$ cat src/rtl/fp_divider_iterative.sv
// -----------------------------------------------------------------------------
// fp_divider_iterative
// Single-precision IEEE-754 divider (out = in1 / in2) built around one shared
// radix-2 restoring-division datapath sequenced by a small FSM. One operation
// is in flight at a time; a new one is accepted only while ready is high.
//
// Optional feature macro: FP_DIV_EARLY_EXIT_EN
//   defined   : special operands go UNPACK -> DONE (result 2 cycles after accept)
//   undefined : every operation walks ITERATE and ROUND (fixed 30-cycle latency)
//
// Ports
//   clk               in   clock, all state on posedge
//   rst               in   asynchronous active-high reset
//   valid_data_in     in   operands valid this cycle
//   ready             out  idle, operands can be accepted
//   in1, in2          in   dividend / divisor (IEEE-754 single)
//   rounding_mode     in   RNE=0 RTZ=1 RDN=2 RUP=3 RMM=4, captured at accept
//   out               out  quotient, held until the next completion
//   overflow, underflow, inexact, invalid_operation, divide_by_zero
//                     out  IEEE exception flags, held with out
//   valid_data_out    out  one-cycle pulse when out/flags are updated
// -----------------------------------------------------------------------------
module fp_divider_iterative #(
    parameter int QBITS = 27,
    parameter int EXP_W = 10
) (
    input  logic        clk,
    input  logic        rst,
    input  logic        valid_data_in,
    output logic        ready,
    input  logic [31:0] in1,
    input  logic [31:0] in2,
    input  logic [2:0]  rounding_mode,
    output logic [31:0] out,
    output logic        overflow,
    output logic        underflow,
    output logic        inexact,
    output logic        invalid_operation,
    output logic        divide_by_zero,
    output logic        valid_data_out
);

    localparam logic [2:0] RM_RNE = 3'b000;
    localparam logic [2:0] RM_RTZ = 3'b001;
    localparam logic [2:0] RM_RDN = 3'b010;
    localparam logic [2:0] RM_RUP = 3'b011;
    localparam logic [2:0] RM_RMM = 3'b100;

    localparam logic signed [EXP_W-1:0] EXP_BIAS = EXP_W'(32'sd127);
    localparam logic signed [EXP_W-1:0] EXP_MAX  = EXP_W'(32'sd254);
    localparam logic signed [EXP_W-1:0] EXP_ZERO = EXP_W'(32'sd0);
    localparam logic signed [EXP_W-1:0] EXP_ONE  = EXP_W'(32'sd1);

    localparam logic [30:0] MAG_INF     = 31'h7F80_0000;
    localparam logic [30:0] MAG_MAX_FIN = 31'h7F7F_FFFF;
    localparam logic [4:0]  LAST_ITER   = 5'(QBITS - 1);

    typedef enum logic [2:0] {
        S_IDLE    = 3'd0,
        S_UNPACK  = 3'd1,
        S_ITERATE = 3'd2,
        S_ROUND   = 3'd3,
        S_DONE    = 3'd4
    } state_t;

    // Returns {carry, fraction} after applying the rounding increment.
    function automatic logic [23:0] round_mant(
        input logic [22:0] mant,
        input logic        g,
        input logic        r,
        input logic        s,
        input logic        sign,
        input logic [2:0]  mode
    );
        logic up;
        case (mode)
            RM_RNE:  up = g & (r | s | mant[0]);
            RM_RTZ:  up = 1'b0;
            RM_RDN:  up = sign & (g | r | s);
            RM_RUP:  up = ~sign & (g | r | s);
            RM_RMM:  up = g;
            default: up = g & (r | s | mant[0]);
        endcase
        return {1'b0, mant} + {23'h000000, up};
    endfunction

    state_t                  state_q;
    logic [31:0]             a_q, b_q;
    logic [2:0]              mode_q;
    logic                    sign_q;
    logic signed [EXP_W-1:0] exp_q;
    logic [23:0]             mb_q;
    logic [25:0]             rem_q;
    logic [QBITS-1:0]        quo_q;
    logic [4:0]              iter_q;
    logic                    special_q;
    logic [31:0]             res_q;
    logic                    res_of_q, res_uf_q, res_nx_q, res_inv_q, res_dz_q;

    logic [7:0]              a_exp_s, b_exp_s;
    logic [22:0]             a_man_s, b_man_s;
    logic                    a_zero_s, a_den_s, a_inf_s, a_nan_s;
    logic                    b_zero_s, b_den_s, b_inf_s, b_nan_s;
    logic                    sign_s;
    logic signed [EXP_W-1:0] exp_unp_s;
    logic                    special_s, spec_inv_s, spec_dz_s;
    logic [31:0]             spec_res_s;

    // Operand classification and special-case result selection.
    always_comb begin
        a_exp_s  = a_q[30:23];
        b_exp_s  = b_q[30:23];
        a_man_s  = a_q[22:0];
        b_man_s  = b_q[22:0];
        // exponent 0 covers both true zero and flushed denormals
        a_zero_s = (a_exp_s == 8'h00);
        b_zero_s = (b_exp_s == 8'h00);
        a_den_s  = a_zero_s && (a_man_s != 23'h000000);
        b_den_s  = b_zero_s && (b_man_s != 23'h000000);
        a_inf_s  = (a_exp_s == 8'hFF) && (a_man_s == 23'h000000);
        b_inf_s  = (b_exp_s == 8'hFF) && (b_man_s == 23'h000000);
        a_nan_s  = (a_exp_s == 8'hFF) && (a_man_s != 23'h000000);
        b_nan_s  = (b_exp_s == 8'hFF) && (b_man_s != 23'h000000);
        sign_s   = a_q[31] ^ b_q[31];
        exp_unp_s = EXP_W'(a_exp_s) - EXP_W'(b_exp_s) + EXP_BIAS;

        special_s  = 1'b1;
        spec_res_s = 32'h0000_0000;
        spec_inv_s = 1'b0;
        spec_dz_s  = 1'b0;
        if (a_nan_s) begin
            spec_res_s = a_q | 32'h0040_0000;
            spec_inv_s = ~a_q[22];
        end else if (b_nan_s) begin
            spec_res_s = b_q | 32'h0040_0000;
            spec_inv_s = ~b_q[22];
        end else if ((a_zero_s && b_zero_s) || (a_inf_s && b_inf_s)) begin
            spec_res_s = 32'h7FC0_0000;
            spec_inv_s = 1'b1;
        end else if (b_zero_s && !a_inf_s) begin
            spec_res_s = {sign_s, MAG_INF};
            spec_dz_s  = 1'b1;
        end else if (a_inf_s) begin
            spec_res_s = {sign_s, MAG_INF};
        end else if (a_zero_s || b_inf_s) begin
            spec_res_s = {sign_s, 31'h0000_0000};
        end else begin
            special_s = 1'b0;
        end
    end

    logic [25:0] mb_ext_s, rem_sub_s, rem_nxt_s;
    logic        rem_ge_s;

    // One restoring-division step: trial subtract, keep on success, shift left.
    always_comb begin
        mb_ext_s  = {2'b00, mb_q};
        rem_ge_s  = (rem_q >= mb_ext_s);
        rem_sub_s = rem_q - mb_ext_s;
        if (rem_ge_s) begin
            rem_nxt_s = rem_sub_s << 1'b1;
        end else begin
            rem_nxt_s = rem_q << 1'b1;
        end
    end

    logic [22:0]             mant_s;
    logic                    g_s, rb_s, st_s, grs_s;
    logic signed [EXP_W-1:0] e_norm_s, e_rnd_s;
    logic [23:0]             mant_rnd_s;
    logic [31:0]             rnd_res_s;
    logic                    rnd_of_s, rnd_uf_s, rnd_nx_s;

    // Normalise the quotient, round it and resolve overflow/underflow.
    always_comb begin
        // quotient lies in (0.5, 2); a leading 0 means one extra shift
        if (quo_q[QBITS-1]) begin
            mant_s   = quo_q[QBITS-2 -: 23];
            g_s      = quo_q[2];
            rb_s     = quo_q[1];
            st_s     = quo_q[0] | (rem_q != 26'h0);
            e_norm_s = exp_q;
        end else begin
            mant_s   = quo_q[QBITS-3 -: 23];
            g_s      = quo_q[1];
            rb_s     = quo_q[0];
            st_s     = (rem_q != 26'h0);
            e_norm_s = exp_q - EXP_ONE;
        end
        grs_s      = g_s | rb_s | st_s;
        mant_rnd_s = round_mant(mant_s, g_s, rb_s, st_s, sign_q, mode_q);
        // carry out of the fraction leaves it zero and bumps the exponent
        e_rnd_s    = e_norm_s + EXP_W'(mant_rnd_s[23]);

        rnd_of_s  = 1'b0;
        rnd_uf_s  = 1'b0;
        rnd_nx_s  = grs_s;
        rnd_res_s = {sign_q, e_rnd_s[7:0], mant_rnd_s[22:0]};
        if (e_rnd_s > EXP_MAX) begin
            rnd_of_s = 1'b1;
            rnd_nx_s = 1'b1;
            case (mode_q)
                RM_RTZ:  rnd_res_s = {sign_q, MAG_MAX_FIN};
                RM_RDN:  rnd_res_s = sign_q ? {1'b1, MAG_INF} : {1'b0, MAG_MAX_FIN};
                RM_RUP:  rnd_res_s = sign_q ? {1'b1, MAG_MAX_FIN} : {1'b0, MAG_INF};
                default: rnd_res_s = {sign_q, MAG_INF};
            endcase
        end else if (e_rnd_s <= EXP_ZERO) begin
            // no subnormal outputs: flush to signed zero
            rnd_res_s = {sign_q, 31'h0000_0000};
            rnd_nx_s  = 1'b1;
            rnd_uf_s  = grs_s;
        end else begin
            rnd_res_s = {sign_q, e_rnd_s[7:0], mant_rnd_s[22:0]};
        end
    end

    // Control FSM, datapath registers and registered outputs.
    always_ff @(posedge clk or posedge rst) begin
        if (rst) begin
            state_q           <= S_IDLE;
            ready             <= 1'b1;
            a_q               <= 32'h0;
            b_q               <= 32'h0;
            mode_q            <= RM_RNE;
            sign_q            <= 1'b0;
            exp_q             <= EXP_ZERO;
            mb_q              <= 24'h0;
            rem_q             <= 26'h0;
            quo_q             <= '0;
            iter_q            <= 5'd0;
            special_q         <= 1'b0;
            res_q             <= 32'h0;
            res_of_q          <= 1'b0;
            res_uf_q          <= 1'b0;
            res_nx_q          <= 1'b0;
            res_inv_q         <= 1'b0;
            res_dz_q          <= 1'b0;
            out               <= 32'h0;
            overflow          <= 1'b0;
            underflow         <= 1'b0;
            inexact           <= 1'b0;
            invalid_operation <= 1'b0;
            divide_by_zero    <= 1'b0;
            valid_data_out    <= 1'b0;
        end else begin
            valid_data_out <= 1'b0;
            case (state_q)
                S_IDLE: begin
                    if (valid_data_in) begin
                        a_q     <= in1;
                        b_q     <= in2;
                        mode_q  <= rounding_mode;
                        ready   <= 1'b0;
                        state_q <= S_UNPACK;
                    end
                end
                S_UNPACK: begin
                    sign_q    <= sign_s;
                    exp_q     <= exp_unp_s;
                    mb_q      <= {1'b1, b_man_s};
                    rem_q     <= {3'b001, a_man_s};
                    quo_q     <= '0;
                    iter_q    <= 5'd0;
                    special_q <= special_s;
                    // special result is staged now; ROUND keeps it when set
                    res_q     <= spec_res_s;
                    res_of_q  <= 1'b0;
                    res_uf_q  <= a_den_s | b_den_s;
                    res_nx_q  <= 1'b0;
                    res_inv_q <= spec_inv_s;
                    res_dz_q  <= spec_dz_s;
`ifdef FP_DIV_EARLY_EXIT_EN
                    state_q   <= special_s ? S_DONE : S_ITERATE;
`else
                    state_q   <= S_ITERATE;
`endif
                end
                S_ITERATE: begin
                    rem_q  <= rem_nxt_s;
                    quo_q  <= {quo_q[QBITS-2:0], rem_ge_s};
                    iter_q <= iter_q + 5'd1;
                    if (iter_q == LAST_ITER) begin
                        state_q <= S_ROUND;
                    end
                end
                S_ROUND: begin
                    if (!special_q) begin
                        res_q     <= rnd_res_s;
                        res_of_q  <= rnd_of_s;
                        res_uf_q  <= rnd_uf_s | res_uf_q;
                        res_nx_q  <= rnd_nx_s;
                        res_inv_q <= 1'b0;
                        res_dz_q  <= 1'b0;
                    end
                    state_q <= S_DONE;
                end
                S_DONE: begin
                    out               <= res_q;
                    overflow          <= res_of_q;
                    underflow         <= res_uf_q;
                    inexact           <= res_nx_q;
                    invalid_operation <= res_inv_q;
                    divide_by_zero    <= res_dz_q;
                    valid_data_out    <= 1'b1;
                    ready             <= 1'b1;
                    state_q           <= S_IDLE;
                end
                default: begin
                    ready   <= 1'b1;
                    state_q <= S_IDLE;
                end
            endcase
        end
    end

endmodule

$ cat config.mk
export PLATFORM = sky130hd
export DESIGN_NAME = fp_divider_iterative
export DESIGN_NICKNAME = d
export VERILOG_FILES = /design/src/rtl/fp_divider_iterative.sv
export SDC_FILE = /design/constraint.sdc
export NUM_CORES = 1
export LEC_CHECK = 0
export ABC_AREA = 1
export BUFFER_PORTS_ARGS = -buffer_cell sky130_fd_sc_hd__buf_4
export CAP_MARGIN = 20
export CORE_MARGIN = 2
export CORE_UTILIZATION = 57
export CTS_BUF_LIST = sky130_fd_sc_hd__clkbuf_4 sky130_fd_sc_hd__clkbuf_8
export DETAILED_ROUTE_END_ITERATION = 8
export PLACE_DENSITY = 0.85
export SYNTH_ARGS = -nofsm -noshare
export SYNTH_HDL_FRONTEND = slang
export SYNTH_SLANG_ARGS = --single-unit
$ cat constraint.sdc
create_clock -name clk -period 6.91 [get_ports clk]
set_input_delay 0.3455 -clock clk [delete_from_list [all_inputs] [get_ports clk]]
set_output_delay 0.3455 -clock clk [all_outputs]
set_load 0.01 [all_outputs]
==> Yosys cells after proc, flatten, opt, wreduce, memory -nomap -nowiden <==
Cells that the tools add are included.
{ "op_classes": {"add_sub_neg": 7, "order_cmp": 3, "n_eq_ne": 14, "n_mux": 56, "bitwise": 15, "n_reduce_logical": 27} }
{ "ops": {"columns": ["op", "count"], "rows": [
  ["32-bit 2-to-1 mux", 10],
  ["32-bit one-hot mux with 3 select lines", 1],
  ["32-bit one-hot mux with 2 select lines", 1],
  ["27-bit one-hot mux with 2 select lines", 1],
  ["26-bit one-hot mux with 2 select lines", 1],
  ["23-bit zero test", 2],
  ["23-bit nonzero test", 2],
  ["31-bit 2-to-1 mux", 1],
  ["1-bit 2-to-1 mux", 27],
  ["26-bit by 24-bit >= comparator with 1-bit output", 1],
  ["26-bit 2-to-1 mux", 1],
  ["26-bit nonzero test", 1],
  ["25-bit by 24-bit subtractor with 25-bit output", 1],
  ["23-bit by 1-bit adder with 24-bit output", 1],
  ["23-bit 2-to-1 mux", 1],
  ["8-bit equality test (second input constant)", 2],
  ["8-bit zero test", 2],
  ["3-bit by 2-bit equality test with 1-bit output (second input constant)", 4],
  ["1-bit one-hot mux with 2 select lines", 6],
  ["3-bit one-hot mux with 4 select lines", 1],
  ["10-bit by 1-bit adder with 10-bit output", 1],
  ["9-bit by 8-bit adder with 10-bit output (second input constant)", 1],
  ["10-bit by 9-bit greater-than comparator with 1-bit output (second input constant)", 1],
  ["10-bit by 1-bit less-or-equal comparator with 1-bit output (second input constant)", 1],
  ["22 further kinds", 51]
]} }
{ "totals": {"ff_bits": 240} }

==> Longest topological paths before layout <==
Gate-level depths: netlist (run 1).
{ "logic_depth": {"depth_word": 15, "mapped_depth": 38, "ltp_nobuf": 37} }

==> Worst setup path after synthesis (run 1) <==
Ideal clock, no wire load.
{ "synth_path": {"kind": "flip-flop to flip-flop", "startpoint": "register quo_q[26]", "endpoint": "register res_q[4]", "setup_time_ns": 0.121, "arrival_time_ns": 4.079, "required_ns": 6.789, "path_slack_ns": 2.710, "stages_incl_launch_ff": 36, "path_cell_list": "dfrtp_1 buf_6 buf_4 buf_6 buf_2 nand2_1 o21ai_0 o21ai_0 nand2_1 a21oi_1 ha_1 nand2_1 nor2_2 nand2_1 nor3_2 nand3_1 nor3_1 nand4_1 nor3_1 ha_1 inv_1 nor2_2 nand2_2 nor2_4 nand2_2 nor2_2 nand3_2 nand2_1 inv_1 nand2_1 nand2_4 nand3_2 buf_2 nand2_1 nand2_1 nand2_1"} }
{ "synth_between": {"elab_chain_cells": 12, "elab_cells_between_ends": 21, "cone_classes": "2 x add/sub; 2 x order compare; 10 x mux; 7 x bitwise"} }
{ "synth_lines": {"columns": ["element", "line", "source"], "rows": [
  ["from (decl)", "94", "logic [QBITS-1:0] quo_q;"],
  ["from (signal assigned)", "281", "quo_q <= {quo_q[QBITS-2:0], rem_ge_s};"],
  ["1-bit 2-to-1 mux", "177", "if (quo_q[QBITS-1]) begin"],
  ["1-bit bitwise OR, on equally long branches (2 in series)", null, null],
  ["1-bit bitwise AND, on equally long branches", null, null],
  ["1-bit one-hot mux with 4 select lines", "76", "case (mode)"],
  ["23-bit by 1-bit adder with 24-bit output", "84", "return {1'b0, mant} + {23'h000000, up};"],
  ["10-bit by 1-bit adder with 10-bit output", "193", "e_rnd_s = e_norm_s + EXP_W'(mant_rnd_s[23]);"],
  ["10-bit by 1-bit less-or-equal comparator with 1-bit output", "208", "end else if (e_rnd_s <= EXP_ZERO) begin"],
  ["31-bit 2-to-1 mux", "208", null],
  ["32-bit 2-to-1 mux *", "199", "if (e_rnd_s > EXP_MAX) begin"],
  ["32-bit 2-to-1 mux *", "288", "if (!special_q) begin"],
  ["32-bit one-hot mux with 2 select lines *", "248", "case (state_q)"],
  ["to (signal assigned)", "267", "res_q <= spec_res_s;"],
  ["to (signal assigned)", "289", "res_q <= rnd_res_s;"],
  ["to (decl)", "97", "logic [31:0] res_q;"]
]} }
Every way passes the cells marked *; elsewhere a longest branch is shown, timed or not. The select of a mux whose other input is x is not followed.
A chain may end at the register's enable or synchronous reset.

==> Worst setup path after layout (run 1) <==
{ "layout_path": {"startpoint": "register quo_q[26]", "endpoint": "register res_q[9]"} }
The elaborated chain is that of the path after synthesis.

==> metrics, run 1 <==
Core ar. 0.0242 mm²; Clock Sinks 240; Yosys reg bits 240; Routed Antenna Nets 0; Layout Utilization between 60% and 70%; vias in the first global route about 12000; crit end category register; CTS H-tree depth 2; largest net degree at the start of global routing around 100; initial core utilization a little under three fifths; Routed WL around 37 mm; layout cells sized above 1 between 10% and 20%; DIE WIDTH around 160 µm; crit path to res_q[9]$_DFFE_PP0P_; Worst Setup Start Kind register; HP Class input pin to register; gr usage total between 20 and 30%; LEAKAGE 0.00817 µW; Overflow after GRT 0; Syn Area/Cell 7.51 µm²; die span in y 160 µm; RSZ-0062 raised after global routing no; Synth Cell Area between 0.01 and 0.015 mm²; setup TNS 0 ns; antenna violations before repair 1; first-pass GRT wire length between 60 and 70 mm; CTS root buf clkbuf_8; CTS Buf Count 42; gpl congestion approximately 1; R2R Setup Slk between 1.5 and 2 ns; post-synthesis sequential area ratio between 40% and 50%; syn_nets between 1500 and 2000; top cells by area, synth dfrtp_1 (43%), nand2_1 (13%), inv_1 (6.8%); CP max FO between 40 and 50; final period demand of the worst path 5.08 ns; asr flop ratio synth 100%; cell taking the most area after synthesis dfrtp_1; vias between 10000 and 15000; Main synth FF type dfrtp_1; VDD IR max roughly 0.00025 V; most frequent CP cell nand2_1; IO Pins about 110; Final period util between 70% and 80%; Yosys top cell area share between 40% and 50%; Crit path max-delay family simple AND/OR/NAND/NOR gates; Worst Setup SP quo_q[26]$_DFFE_PP0N_; Max Cap Viol 0; top post-synthesis cells by count nand2_1 (466), inv_1 (254), dfrtp_1 (239), nor2_1 (161), o21ai_0 (151); # rows 57; final hold slack roughly 0.025 ns; R2R cell count 31; DR DRC count 0; Netlist cell types between 50 and 60; final net count between 2000 and 2500; Longest Clk Path Bufs 3; Die ar. about 0.026 mm²; Reg area around 0.006 mm²; DP Wirelength 27.3 mm; drt first pass iters 6; footprint of the multi-input gates about 0.0066 mm²; power density cells between 500 and 600 mW/mm²; final hold viol count 0; Max-slew headroom roughly a quarter; DR iter-0 viols ~1100; worst skew pair latency approximately 0.56 ns; RR Startpoint quo_q[26]$_DFFE_PP0N_; CP Class register to register; crit path DAT between 5 and 6 ns; Worst Clk Skew roughly 0.029 ns; port bufs 108; WP depth 31; final slew viol count 0; Setup violations, final 0; WL per Instance approximately 16 µm; worst-margin pin slew between 1 and 1.5 ns; Clock transition at path regs 0.06 ns; WP data required about 7.4 ns; # diodes 0; CP max-delay cell dfrtp_1; Bufs and invs on worst path 3; Post-synth EDFFs 0; Yosys Warn Count 0; Vias/cell ~5.6; Mapped Cells 1853; critical path's largest stage delay around 0.51 ns; Worst R2R End res_q[9]$_DFFE_PP0P_; fillcell total approximately 2000; run status completed; CTS tree built; fmax approximately 0.20 GHz; top-count cell post-synth nand2_1; synth-to-layout area growth 14.4%
==> per-stage QoR <==
stage          setup slack, ns  area, µm²  cells  total power (µW)
2_1_floorplan             2.71      13900   1853              5520
3_3_place_gp              2.01      14900   2230              6510
3_5_place_dp              1.83      14900   2230              6650
4_1_cts                   1.80      15900   2306              8160
5_1_grt                   1.19      15900   2306              8900
6_report                  1.83      15900   2306              8220
==> state kept, by name, indices dropped and copies added (netlist names), 3 cells and up <==
signal	count
exp_q	10
mode_q	3
iter_q	5
b_q	32
state_q	3
res_q	32
mb_q	24
a_q	32
rem_q	26
quo_q	27
out	32
==> how the worst min path moves through the flow <==
stage / to / slack, ns / cells past startpoint / start
after floorplan: mb_q[23]$_DFFE_PP0P_ / 0.43 / 2 / mb_q[23]$_DFFE_PP0P_
after global placement: mb_q[23]$_DFFE_PP0P_ / 0.45 / 2 / mb_q[23]$_DFFE_PP0P_
after detailed placement: mb_q[23]$_DFFE_PP0P_ / 0.45 / 2 / mb_q[23]$_DFFE_PP0P_
after CTS: mode_q[2]$_DFFE_PP0P_ / 0.02 / 2 / rounding_mode[2]
after global routing: a_q[31]$_DFFE_PP0P_ / 0.03 / 2 / in1[31]
final: mode_q[2]$_DFFE_PP0P_ / 0.02 / 2 / rounding_mode[2]
==> cell usage in the layout, fill, tap and decap left out, types with 3 or more instances in the layout <==
cell type,n
a22oi_1,19
nor2_4,3
nor3_1,19
mux2_2,9
o211ai_1,16
o21ai_2,6
xnor2_1,20
nand2_4,3
a21o_1,6
buf_4,121
inv_2,5
inv_1,253
clkinvlp_4,3
nand4_1,35
nor4_1,12
nand2_1,464
nand3_1,69
o21bai_1,11
bufinv_16,3
nor2_2,9
ha_1,41
nand3_2,3
clkinv_2,4
nor2_1,161
xor2_1,30
o21ai_1,9
o22ai_1,30
a21oi_1,122
o21ai_0,151
clkbuf_4,8
dfrtp_1,239
nand3b_1,3
clkbuf_8,56
nand2_2,11
==> metal layers <==
layer	wire, µm	vias to the layer above	global-route usage [%]
met5	0	-	0
met4	1140	0	10.2
met3	2900	91	6.05
met2	17300	513	48.5
met1	16100	6054	38.8
li1	-	6236	-
==> report_power, final <==
part / switching (µW) / internal (µW)
combinational: 2840 / 1500
clock: 594 / 882
sequential: 407 / 1990
==> area by class of cell <==
class / instances / share of cell area [%]
Clock buffer: 64 / 5.22
Clock inverter: 11 / 0.895
Inverter: 261 / 6.19
Multi-Input combinational cell: 1284 / 41.7
Sequential cell: 240 / 37.7
Tap cell: 324 / 2.54
Timing Repair Buffer: 122 / 5.76
==> cells by family (layout without fill, tap and decap cells) <==
group / after synthesis / in the layout / synth area share (%)
DFF: 240 / 240 / 43.2
muxes: 9 / 9 / 0.728
xor gates and xnor gates: 50 / 50 / 3.15
buffers and inverters: 329 / 458 / 9.28
and+or+nand+nor: 799 / 799 / 24.3
AOI/OAI and AO/OA: 383 / 383 / 15.4
adders and majority gates: 43 / 43 / 3.97
==> repair_timing <==
action                    in CTS  in global routing
hold endpoints to repair      30                  0
buffers inserted               0                  0
resized for setup              0                  0
hold buffers                   1                  0
(Power assumes the default switching activity.)
==> inputs of run 2 (changes only) <==
- clock period: 6.91 -> 4.5 ns (I/O delays scaled with it)
==> metrics, run 2 (same netlist as run 1, synthesis figures left out) <==
final net count about 2200; Routed Antenna Nets 0; CTS Buf Count between 40 and 50; Overflow after GRT 0; Worst Setup Start Kind register; WL per Instance 16.6 µm; Reg area approximately 0.0060 mm²; Vias/cell between 5 and 6; DR iter-0 viols around 1200; Die ar. 0.0257 mm²; RSZ-0062 raised after global routing yes; gr usage total slightly above 30%; drt first pass iters 6; HP Class input pin to register; Worst Clk Skew 0.0171 ns; Finished Cell Area approximately 0.017 mm²; fillcell total 1811; DIE WIDTH 160 µm; CTS tree built; DR DRC count 0; largest net degree at the start of global routing roughly 170; Clock transition at path regs roughly 0.07 ns; first-pass GRT wire length about 64 mm; DP Wirelength between 20 and 30 mm; CTS H-tree depth 2; crit path DAT ~4.9 ns; most frequent CP cell nand2_2; final hold slack between 0.4 and 0.5 ns; final slew viol count 0; layout cells sized above 1 roughly 15%; antenna violations before repair 3; worst-margin pin slew between 1 and 1.5 ns; die span in y between 150 and 200 µm; initial core utilization 57.6%; Clock Sinks 240; gpl congestion roughly 0.95; fmax 0.224 GHz; Longest Clk Path Bufs 3; Bufs and invs on worst path 5; WP data required ~5.0 ns; Max-slew headroom a little over a quarter; worst skew pair latency between 0.5 and 0.6 ns; LEAKAGE about 0.0086 µW; CTS root buf clkbuf_8; footprint of the multi-input gates approximately 0.007 mm²; commonest non-fill, non-tap cells in the layout nand2_1 (452), inv_1 (248), dfrtp_1 (238), nor2_1 (157), buf_4 (148); port bufs 108; IO Pins 109; setup TNS 0 ns; # rows 57; final hold viol count 0; critical path's largest stage delay 0.41 ns; crit end category register; vias between 10000 and 15000; Core ar. around 0.024 mm²; commonest non-fill, non-tap cell in the layout nand2_1; Final period util between 90 and 100%; final period demand of the worst path between 4 and 5 ns; CP max-delay cell dfrtp_1; CP max FO 6; vias in the first global route about 13000; run status completed; Crit path max-delay family simple AND/OR/NAND/NOR gates; VDD IR max approximately 0.00041 V; CP Class register to register; DP Area 0.0150 mm²; synth-to-layout area growth 22.2%; power density cells 764 mW/mm²; Setup violations, final 0; Max Cap Viol 0; Routed WL roughly 40 mm
## run 2: final timing paths
path	cells after the start	slack (ns)	to	from
max in group asynchronous	4	3.29	quo_q[26]$_DFFE_PP0N_	rst
hold reg to reg	2	0.46	mb_q[23]$_DFFE_PP0P_	mb_q[23]$_DFFE_PP0P_
min in group asynchronous	4	0.46	out[30]$_DFFE_PP0P_	rst
setup reg to reg	35	0.04	res_of_q$_DFFE_PP0P_	mode_q[0]$_DFFE_PP0P_
hold / removal	3	0.44	a_q[30]$_DFFE_PP0P_	in1[30]
setup / recovery	35	0.04	res_of_q$_DFFE_PP0P_	mode_q[0]$_DFFE_PP0P_
## run 2: cell type report
type	instances	share of cell area (%)
Multi-Input combinational cell	1288	40.2
Clock buffer	58	4.40
Timing Repair Buffer	221	11.0
Inverter	261	5.79
Tap cell	324	2.38
Antenna cell	2	0.0294
Sequential cell	240	35.3
Clock inverter	17	0.897
## run 2: stage by stage
step	cells	utilization, %	total power (µW)	setup WS, ns
2_1_floorplan	1853	-	8480	0.300
3_3_place_gp	2240	62.2	10000	0.188
3_5_place_dp	2240	62.2	10300	-0.00118
4_1_cts	2386	68.9	12500	0.00836
5_1_grt	2411	70.4	14000	-0.339
6_report	2411	70.4	13000	0.0442
## run 2: report_power, final
part / switching, µW / total (µW) / internal (µW) / leakage, µW
Clock: 943 / 2150 / 1200 / 0.000475
Sequential: 634 / 3690 / 3060 / 0.00298
Combinational: 4610 / 7170 / 2550 / 0.00518
## run 2: routing by layer
metal	track usage [%]	part of all wire, %	vias to the layer above	routed length [µm]
met5	0	0	-	0
met4	13.6	4.4	0	1770
met3	5.35	7.7	138	3090
met2	50.6	47	622	18800
met1	41.2	41	6352	16400
li1	-	-	6439	-
## run 2: repair_timing
action | in CTS | in global routing
pin swaps | 1 | 27
hold buffers | 69 | 0
setup buffers | 0 | 21
resized for setup | 1 | 50
endpoints found under the hold margin | 73 | 0
gates cloned | 2 | 2
setup endpoints to repair | 20 | 35
## run 2: worst min-delay path, delay by kind of cell
family                 cells  cell delay, ns
multiplexers               1            0.13
buffers and inverters      2            0.61
==> inputs of run 3 (changes only) <==
- PLACE_DENSITY: 0.85 -> default
- PLACE_DENSITY_LB_ADDON: default -> 0.2
==> metrics, run 3 (same netlist as run 1, synthesis figures left out) <==
RR Startpoint mode_q[0]$_DFFE_PP0P_; Worst Setup Start Kind register; worst skew pair latency ~0.57 ns; gr usage total a little under a third; largest net degree at the start of global routing between 100 and 150; CTS Buf Count 41; LEAKAGE a little under 0.009 µW; CTS tree built; initial core utilization between 50% and 60%; Switch Pwr 6150 µW; Routed WL approximately 40 mm; gpl congestion between 0.9 and 1; final period demand of the worst path roughly 4.5 ns; commonest non-fill, non-tap cells in the layout nand2_1 (434), inv_1 (250), dfrtp_1 (239), buf_4 (170), nor2_1 (158); Overflow after GRT 0; Clock Sinks 240; CP Class register to register; WL per Instance 16.7 µm; # diodes 0; DR iter-0 viols 1037; fmax approximately 0.22 GHz; R2R Setup Slk approximately 0.023 ns; sequential share of power between 20 and 30%; Worst R2R End res_q[16]$_DFFE_PP0P_; Finished Cell Area around 0.017 mm²; Comb pwr share a little under three fifths; RSZ-0062 raised after global routing yes; Vias/cell 5.43; clock share of power between 10% and 20%; final net count roughly 2200; IO Pins roughly 110; Routed Antenna Nets 0; DR DRC count 0; CTS H-tree depth 2; antenna violations before repair 1; worst-margin pin slew 1.14 ns; vias in the first global route 12943; final hold viol count 0; CP max FO 6; R2R cell count 35; final slew viol count 0; CP max-delay cell dfrtp_1; Clock transition at path regs 0.07 ns; commonest non-fill, non-tap cell in the layout nand2_1; layout cells sized above 1 16.9%; Worst Clk Skew 0.0174 ns; most frequent CP cell nand2_1; Internal Power 7060 µW; crit path DAT 4.98 ns; drt first pass iters 5; synth-to-layout area growth 24.2%; VDD IR max about 0.00046 V; DP Wirelength between 20 and 30 mm; Sw Ratio a little under half; Final period util about 99%; CTS root buf clkbuf_8; Max-slew headroom roughly 24%; run status completed; Max Cap Viol 0; Longest Clk Path Bufs 3; WP data required between 5 and 6 ns; total power between 10000 and 15000 µW; vias 13196; Setup violations, final 0; Die ar. around 0.026 mm²; DP Area between 0.015 and 0.02 mm²; # rows 57; Bufs and invs on worst path 4; power density cells ~760 mW/mm²; HP Class input pin to asynchronous set/reset pin; crit end category register; Core ar. 0.0242 mm²; DIE WIDTH around 160 µm; Crit path max-delay family simple AND/OR/NAND/NOR gates; critical path's largest stage delay approximately 0.38 ns; die span in y approximately 160 µm; port bufs about 110; first-pass GRT wire length between 60 and 70 mm
run 3: changes by cell type in the layout (fill, tap and decap cells not counted), moves of 5 or more:
cell and change:
nand2_2 +17, nand2_1 -18, buf_4 +22, clkbuf_8 +5, clkinv_2 -7, nor2_4 -6
run 3: repair_timing:
action,in CTS,in global routing
resized for setup,2,61
endpoints found under the setup margin,7,35
hold buffers,69,0
cloned,0,5
setup buffers,0,10
endpoints found under the hold margin,81,0
pin swaps,0,25
run 3: final cells by class:
cell class | instances | area, µm²
Fill cell | 1936 | 6880
Multi-Input combinational cell | 1284 | 6830
Sequential cell | 240 | 6010
Timing Repair Buffer | 248 | 2140
Inverter | 261 | 986
Clock buffer | 66 | 840
Tap cell | 324 | 405
Clock inverter | 8 | 88.8
run 3: routing by layer:
layer	track usage [%]	wire length (µm)	share of wire, %	up-vias
met5	0	0	0	-
met4	14.6	1770	4.4	0
met3	7.45	2870	7.1	117
met2	50.4	18800	46	449
met1	41.5	17200	42	6164
li1	-	-	-	6466
run 3: worst max path at each step:
stage                                      from               endpoint  slack [ns]  cells after the start
after CTS                  rem_q[7]$_DFFE_PP0N_   res_q[7]$_DFFE_PP0P_        0.02                     34
after floorplan           quo_q[26]$_DFFE_PP0N_   res_q[4]$_DFFE_PP0P_        0.30                     35
after detailed placement  mode_q[0]$_DFFE_PP0P_  res_q[25]$_DFFE_PP0P_       -0.03                     35
after global routing      mode_q[0]$_DFFE_PP0P_  res_q[16]$_DFFE_PP0P_       -0.32                     35
final                     mode_q[0]$_DFFE_PP0P_  res_q[16]$_DFFE_PP0P_        0.02                     35
after global placement    mode_q[0]$_DFFE_PP0P_  res_q[24]$_DFFE_PP0P_        0.10                     35
run 3: through the flow:
step	worst slack, ns	cells	hold WS (ns)	util (%)	setup TNS, ns
after floorplan	0.300	1853	0.370	-	0
after global placement	0.105	2273	0.236	63.3	0
after detailed placement	-0.0303	2273	0.235	63.3	-0.0590
after CTS	0.0215	2416	0.211	70.0	0
after global routing	-0.324	2431	0.238	71.5	-8.62
final	0.0233	2431	0.205	71.5	0
run 3: worst register-to-register path, delay by kind of cell, from the launching register on:
kind | cells | cell delay [ns]
simple gates | 25 | 2.62
fa+ha+maj | 4 | 0.74
buf+inv | 4 | 0.51
flops | 1 | 0.38
compound gates | 2 | 0.18
run 3: power groups by stage:
stage	clock network, µW	logic [µW]	registers (µW)
after global routing	2300	8270	3730
final	2180	7400	3630
after CTS	2210	7010	3600
after detailed placement	0	6920	3630
after global placement	0	6780	3600
after floorplan	0	4900	3590
